===== src/rtl/risc_v_id_stage.sv =====
// RV32I (+ optional RV32M) decode stage with a two-entry output/skid buffer.
// Outputs come only from registers; in_ready depends only on buffer state.
module risc_v_id_stage #(
   parameter int XLEN = 32,
   parameter int EN_M = 0,
   localparam int DEC_W = 37 + 8*EN_M
) (
   input  logic             clk,
   input  logic             rst,
   input  logic             flush,
   input  logic             in_valid,
   output logic             in_ready,
   input  logic [31:0]      inst,
   input  logic [XLEN-1:0]  pc_i,
   output logic             out_valid,
   input  logic             out_ready,
   output logic [XLEN-1:0]  pc_o,
   output logic [DEC_W-1:0] inst_decode,
   output logic [XLEN-1:0]  imm_out,
   output logic [4:0]       rd1,
   output logic [4:0]       rd2,
   output logic [4:0]       wr,
   output logic             illegal
);

   typedef struct packed {
      logic [XLEN-1:0]  pc;
      logic [DEC_W-1:0] dec;
      logic [XLEN-1:0]  imm;
      logic [4:0]       rd1;
      logic [4:0]       rd2;
      logic [4:0]       wr;
      logic             ill;
   } ent_t;

   typedef enum logic [1:0] {EMPTY, ONE, FULL} state_t;

   logic [6:0]       opc;
   logic [2:0]       f3;
   logic [6:0]       f7;
   logic [36:0]      dec_b;
   logic [DEC_W-1:0] dec;
   logic [XLEN-1:0]  imm_d;
   logic             is_u, is_j, is_i, is_sh, is_s, is_b;
   ent_t             ent_d, out_q, skid_q;
   state_t           state_q, state_d;
   logic             ld_out, ld_skid, sel_skid;

   assign opc = inst[6:0];
   assign f3  = inst[14:12];
   assign f7  = inst[31:25];

   // Full 7-bit opcode match also rejects inst[1:0] != 2'b11.
   always_comb begin
      dec_b = '0;
      unique case (opc)
         7'b0010111: dec_b[0] = 1'b1;
         7'b0110111: dec_b[1] = 1'b1;
         7'b1101111: dec_b[2] = 1'b1;
         7'b1100111: dec_b[3] = (f3 == 3'd0);
         7'b1100011: begin
            dec_b[4] = (f3 == 3'd0);
            dec_b[5] = (f3 == 3'd1);
            dec_b[6] = (f3 == 3'd4);
            dec_b[7] = (f3 == 3'd5);
            dec_b[8] = (f3 == 3'd6);
            dec_b[9] = (f3 == 3'd7);
         end
         7'b0000011: begin
            dec_b[10] = (f3 == 3'd0);
            dec_b[11] = (f3 == 3'd1);
            dec_b[12] = (f3 == 3'd2);
            dec_b[13] = (f3 == 3'd4);
            dec_b[14] = (f3 == 3'd5);
         end
         7'b0100011: begin
            dec_b[15] = (f3 == 3'd0);
            dec_b[16] = (f3 == 3'd1);
            dec_b[17] = (f3 == 3'd2);
         end
         7'b0010011: begin
            dec_b[18] = (f3 == 3'd0);
            dec_b[19] = (f3 == 3'd2);
            dec_b[20] = (f3 == 3'd3);
            dec_b[21] = (f3 == 3'd4);
            dec_b[22] = (f3 == 3'd6);
            dec_b[23] = (f3 == 3'd7);
            dec_b[24] = (f3 == 3'd1) && (f7 == 7'h00);
            dec_b[25] = (f3 == 3'd5) && (f7 == 7'h00);
            dec_b[26] = (f3 == 3'd5) && (f7 == 7'h20);
         end
         7'b0110011: begin
            dec_b[27] = (f7 == 7'h00) && (f3 == 3'd0);
            dec_b[28] = (f7 == 7'h20) && (f3 == 3'd0);
            dec_b[29] = (f7 == 7'h00) && (f3 == 3'd1);
            dec_b[30] = (f7 == 7'h00) && (f3 == 3'd2);
            dec_b[31] = (f7 == 7'h00) && (f3 == 3'd3);
            dec_b[32] = (f7 == 7'h00) && (f3 == 3'd4);
            dec_b[33] = (f7 == 7'h00) && (f3 == 3'd5);
            dec_b[34] = (f7 == 7'h20) && (f3 == 3'd5);
            dec_b[35] = (f7 == 7'h00) && (f3 == 3'd6);
            dec_b[36] = (f7 == 7'h00) && (f3 == 3'd7);
         end
         default: ;
      endcase
   end

   if (EN_M != 0) begin : g_m
      logic [7:0] dec_m;
      always_comb begin
         dec_m = '0;
         if (opc == 7'b0110011 && f7 == 7'h01)
            dec_m[f3] = 1'b1;
      end
      assign dec = {dec_m, dec_b};
   end else begin : g_nm
      assign dec = dec_b;
   end

   assign is_u  = |dec_b[1:0];
   assign is_j  = dec_b[2];
   assign is_i  = dec_b[3] | (|dec_b[14:10]) | (|dec_b[23:18]);
   assign is_b  = |dec_b[9:4];
   assign is_s  = |dec_b[17:15];
   assign is_sh = |dec_b[26:24];

   always_comb begin
      imm_d = '0;
      unique case (1'b1)
         is_u:  imm_d = XLEN'($signed({inst[31:12], 12'h000}));
         is_j:  imm_d = XLEN'($signed({inst[31], inst[19:12],
                                       inst[20], inst[30:21], 1'b0}));
         is_i:  imm_d = XLEN'($signed(inst[31:20]));
         is_sh: imm_d = XLEN'(inst[24:20]);
         is_s:  imm_d = XLEN'($signed({inst[31:25], inst[11:7]}));
         is_b:  imm_d = XLEN'($signed({inst[31], inst[7],
                                       inst[30:25], inst[11:8], 1'b0}));
         default: imm_d = '0;
      endcase
   end

   assign ent_d = '{pc:  pc_i,
                    dec: dec,
                    imm: imm_d,
                    rd1: inst[19:15],
                    rd2: inst[24:20],
                    wr:  inst[11:7],
                    ill: ~|dec};

   always_ff @(posedge clk or posedge rst) begin
      if (rst) state_q <= EMPTY;
      else     state_q <= state_d;
   end

   always_comb begin
      state_d = state_q;
      if (flush) state_d = EMPTY;
      else begin
         unique case (state_q)
            EMPTY: if (in_valid) state_d = ONE;
            ONE: begin
               if (in_valid && !out_ready)      state_d = FULL;
               else if (!in_valid && out_ready) state_d = EMPTY;
            end
            FULL: if (out_ready) state_d = ONE;
            default: state_d = EMPTY;
         endcase
      end
   end

   always_comb begin
      ld_out   = 1'b0;
      ld_skid  = 1'b0;
      sel_skid = 1'b0;
      if (!flush) begin
         unique case (state_q)
            EMPTY: ld_out = in_valid;
            ONE: begin
               ld_out  = in_valid & out_ready;
               ld_skid = in_valid & ~out_ready;
            end
            FULL: begin
               ld_out   = out_ready;
               sel_skid = 1'b1;
            end
            default: ;
         endcase
      end
   end

   // Data only moves on capture; flush just drops the valids.
   always_ff @(posedge clk or posedge rst) begin
      if (rst) begin
         out_q  <= '0;
         skid_q <= '0;
      end else begin
         if (ld_out)  out_q  <= sel_skid ? skid_q : ent_d;
         if (ld_skid) skid_q <= ent_d;
      end
   end

   assign out_valid   = (state_q != EMPTY);
   assign in_ready    = (state_q != FULL);
   assign pc_o        = out_q.pc;
   assign inst_decode = out_q.dec;
   assign imm_out     = out_q.imm;
   assign rd1         = out_q.rd1;
   assign rd2         = out_q.rd2;
   assign wr          = out_q.wr;
   assign illegal     = out_q.ill;

endmodule


===== config.mk =====
export PLATFORM = sky130hd
export DESIGN_NAME = risc_v_id_stage
export DESIGN_NICKNAME = d
export VERILOG_FILES = /design/src/rtl/risc_v_id_stage.sv
export SDC_FILE = /design/constraint.sdc
export NUM_CORES = 1
export LEC_CHECK = 0
export BUFFER_PORTS_ARGS = -buffer_cell sky130_fd_sc_hd__buf_2
export CORE_MARGIN = 2
export CORE_UTILIZATION = 45
export DETAILED_ROUTE_END_ITERATION = 7
export PLACE_DENSITY = 0.69
export RECOVER_POWER = 50
export SYNTH_ARGS = -nofsm -noshare
export SYNTH_HDL_FRONTEND = slang
export SYNTH_SLANG_ARGS = --single-unit

===== constraint.sdc =====
create_clock -name clk -period 7.04 [get_ports clk]
set_clock_uncertainty 0.15 [all_clocks]
set_input_delay 0.352 -clock clk [delete_from_list [all_inputs] [get_ports clk]]
set_output_delay 0.352 -clock clk [all_outputs]
set_load 0.02 [all_outputs]

==> results.md <==
| Group | Result | Reported |
|:---|:---|:---|
| status | Outcome | finished with violations |
| status | Violations in the final reports | capacitance limit, slew limit |
| timing | Setup TNS | 0 ps |
| logic synthesis | Asr flop ratio synth | 100% |
| detailed routing | Iteration-0 DRC Markers | 737 |
| logic synthesis | Cell Area, Synth | 10400 µm² |
| logic synthesis | Net count of the mapped netlist | 1237 |
| detailed routing | Pre-Repair DR Iteration Count | 5 |
| clock network | Quantity of gates resized following cts | 0 |
| layout | # nets final | 1422 |
| clock network | CTS tree | yes |
| clock network | Clock edge transition at the registers on the reported setup and hold paths | 60 ps |
| floorplanning | Std-Cell Core Area | 22600 µm² |
| power | Leakage component of the power | 5.47 nW |
| detailed routing | Routed via count | 9249 |
| grt | GRT Total Usage | 23.6% |
| job | Max Cap Viol | 4 |
| power | Power density relative to cell area | 284 nW/µm² |
| clock network | Clock buffers created by TritonCTS | 25 |
| detailed routing | Average wire length per cell after detail routing | 17.4 µm |
| detailed routing | Met1 Routed Length | 13000 µm |
| logic synthesis | Avg Inst Size Synth | 8.91 µm² |
| logic synthesis | Yosys synthesis warning count | 0 |
| timing | Max-slew headroom | -87.8% |
| placed design | Global placer's final weighted congestion | 0.837 |
| worst hold path | Hold/Removal Path Class | in2reg |
| power | Peak VDD IR | 193 µV |
| timing | Final Hold Vio Count | 0 |
| detailed routing | Wire length on met3 | 1720 µm |
| detailed routing | Top routing layer in use | met4 |
| clock network | Root Buffer Master | sky130_fd_sc_hd__clkbuf_16 |
| floorplanning | Full die area | 24400 µm² |
| timing | Shortest clock period the worst path allows after layout | 3850 ps |
| logic synthesis | Cell count after synthesis | 1168 |
| floorplanning | Number of primary I/O pins | 188 |
| detailed routing | Routed length on met2 | 13400 µm |
| layout | Share of cells above drive strength 1 | 9.70% |
| detailed routing | Routed WL | 28900 µm |
| timing | RSZ-0062 raised after global routing | false |
| critical path | Data arrival time of the critical path | 3740 ps |
| grt | Number of global-route vias before repair | 8759 |
| clock network | Source-to-sink clock delay at the later pin of the worst-skew pair | 520 ps |
| timing | Highest attainable clock frequency | 260 MHz |
| critical path | Crit path max fanout | 126 |
| layout | # diodes | 0 |
| layout | Utilization of the core after routing | 55.9% |
| placed design | Input/output buffers | 187 |
| timing | Least-Margin Pin Slew | 2820 ps |
| grt | Total congestion overflow | 0 |
| floorplanning | Initial core utilization | 46.0% |
| floorplanning | Vertical extent of the die | 156 µm |
| detailed routing | Final ANT Viol Nets | 0 |
| critical path | Worst Setup End Kind | async pin |
| floorplanning | Total number of placement rows | 55 |
| detailed routing | Drc violations | 0 |
| critical path | Class of the most critical setup path | in2async |
| grt | Pin count of the biggest net entering global routing | 127 |
| timing | Final Slew Violations | 198 |
| grt | Number of antenna violations at the first check in global routing | 0 |
| logic synthesis | Share of the yosys chip area belonging to registers | 56.8% |
| logic synthesis | Count of distinct cell types in the synthesized netlist | 54 |
| grt | Global-route wire length before repair | 46300 µm |
| clock network | Max Buffers Root-to-Sink | 3 |
| clock network | Num Clock Sinks | 236 |
| layout | Area growth syn-to-layout | 21.7% |
| timing | Setup violations, final | 0 |
| detailed routing | Routed vias/inst | 5.59 |
| placed design | Final HPWL DP | 17900 µm |
| clock network | Post-CTS setup buffer count | 0 |
| clock network | H-tree depth | 1 |
| logic synthesis | Number of register bits inferred by synthesis | 236 |
| floorplanning | Horiz. Die Dim | 156 µm |
| logic synthesis | Flip-flop cell with the highest count after synthesis | sky130_fd_sc_hd__dfrtp_1 |
| logic synthesis | Number of flops mapped to enable cells by yosys | 0 |
| timing | Fraction of the cycle the final worst path needs | 54.7% |
| critical path | Worst Path Required | 6930 ps |
| critical path | Startpoint type of the worst setup path | primary input |
cell usage after synthesis (5+ instances only):
library cell               number  area share (%)
sky130_fd_sc_hd__a21oi_1       37             1.8
sky130_fd_sc_hd__a311oi_1       6            0.51
sky130_fd_sc_hd__a31oi_1       84             5.1
sky130_fd_sc_hd__buf_1         12            0.43
sky130_fd_sc_hd__buf_2         12            0.58
sky130_fd_sc_hd__clkbuf_1      69             2.5
sky130_fd_sc_hd__dfrtp_1      236              57
sky130_fd_sc_hd__inv_1          5            0.18
sky130_fd_sc_hd__nand2_1      366              13
sky130_fd_sc_hd__nand2b_1       8            0.48
sky130_fd_sc_hd__nand3_1       18            0.87
sky130_fd_sc_hd__nor2_1       101             3.6
sky130_fd_sc_hd__nor3_1        32             1.5
sky130_fd_sc_hd__o211ai_1       9            0.65
sky130_fd_sc_hd__o21ai_0       55             2.6
sky130_fd_sc_hd__o22ai_1       12            0.72
sky130_fd_sc_hd__o311ai_0       6            0.51
sky130_fd_sc_hd__o31ai_1       26             1.9
sky130_fd_sc_hd__or3_1         10            0.60
registers in the layout, summed over array words and instances, names as in the netlist:
register and flops:
wr 5, rd2 5, pc_o 32, skid_q 117, inst_decode 37, rd1 5
illegal 1, imm_out 32, state_q 2
layout by cell type, fill, tap and decap left out, types with 4 or more instances in the layout:
cell and n:
sky130_fd_sc_hd__a21oi_1 37, sky130_fd_sc_hd__a221oi_1 4, sky130_fd_sc_hd__a311oi_1 6, sky130_fd_sc_hd__a31oi_1 84
sky130_fd_sc_hd__buf_2 66, sky130_fd_sc_hd__buf_4 11, sky130_fd_sc_hd__clkbuf_1 127, sky130_fd_sc_hd__clkbuf_16 25
sky130_fd_sc_hd__clkbuf_8 4, sky130_fd_sc_hd__clkinv_2 7, sky130_fd_sc_hd__dfrtp_1 236, sky130_fd_sc_hd__dlygate4sd3_1 52
sky130_fd_sc_hd__inv_1 4, sky130_fd_sc_hd__mux2i_1 4, sky130_fd_sc_hd__nand2_1 366, sky130_fd_sc_hd__nand2b_1 8
sky130_fd_sc_hd__nand3_1 18, sky130_fd_sc_hd__nand4_1 4, sky130_fd_sc_hd__nor2_1 100, sky130_fd_sc_hd__nor2b_1 4
sky130_fd_sc_hd__nor3_1 33, sky130_fd_sc_hd__o211ai_1 9, sky130_fd_sc_hd__o21ai_0 56, sky130_fd_sc_hd__o22ai_1 12
sky130_fd_sc_hd__o2bb2a_1 4, sky130_fd_sc_hd__o311ai_0 6, sky130_fd_sc_hd__o31ai_1 26, sky130_fd_sc_hd__or3_1 10
what timing repair did:
action,in CTS,in global routing
hold buffers,52,0
hold endpoints to repair,233,0
setup endpoints to repair,0,0
critical path: stages:
cell and delay [ps]:
sky130_fd_sc_hd__dlygate4sd3_1 530, sky130_fd_sc_hd__clkbuf_1 150, sky130_fd_sc_hd__inv_8 580, sky130_fd_sc_hd__clkbuf_1 2000
logic make-up after synthesis:
logic type / Yosys count / share of synthesized area, %
and+or+nand+nor: 568 / 22.9
AOI/OAI and AO/OA: 260 / 16.1
DFF: 236 / 56.8
buffers and inverters: 99 / 3.75
muxes: 5 / 0.493
per-layer routing:
layer / GRT usage, % / vias up
li1: - / 4392
met1: 33.9 / 4483
met2: 37.6 / 320
met3: 3.14 / 54
met4: 6.73 / 0
met5: 0 / -
path summary, 6_finish.rpt:
path                                 start               to  slack [ps]  cells after the start
worst min register to register  skid_q[74]       skid_q[74]         320                      2
max in group clk                 out_ready       skid_q[19]        3250                      8
worst max-delay path                   rst  inst_decode[21]        3190                      4
worst max register to register  state_q[1]       skid_q[19]        3260                      5
min in group asynchronous              rst  inst_decode[15]         420                      3
worst min-delay path              inst[20]        skid_q[6]          10                      3
stage by stage:
stage	power, mW	setup slack [ps]	hold WS [ps]	area (µm²)	instances
after floorplan	2.05	63.3	289	10400	1168
after global placement	2.26	3840	303	11500	1559
after detailed placement	2.28	3720	312	11500	1559
after CTS	3.64	3710	1.74	12800	1656
after global routing	3.76	2470	13.9	12700	1656
final	3.59	3190	13.6	12700	1656
cell type report:
cell class	instances	area [µm²]
Clock buffer	33	696
Inverter	5	26.3
Timing Repair Buffer	252	1400
Clock inverter	12	141
Sequential cell	236	5910
Multi-Input combinational cell	833	4140
Fill cell	2072	9980
Tap cell	285	357
where the power goes:
| group | switching (mW) | internal (mW) |
|---|---|---|
| registers | 0.115 | 1.56 |
| logic | 0.390 | 0.193 |
| clock network | 0.535 | 0.804 |
| total | 1.04 | 2.55 |
Power figures use the tool's default switching activity.
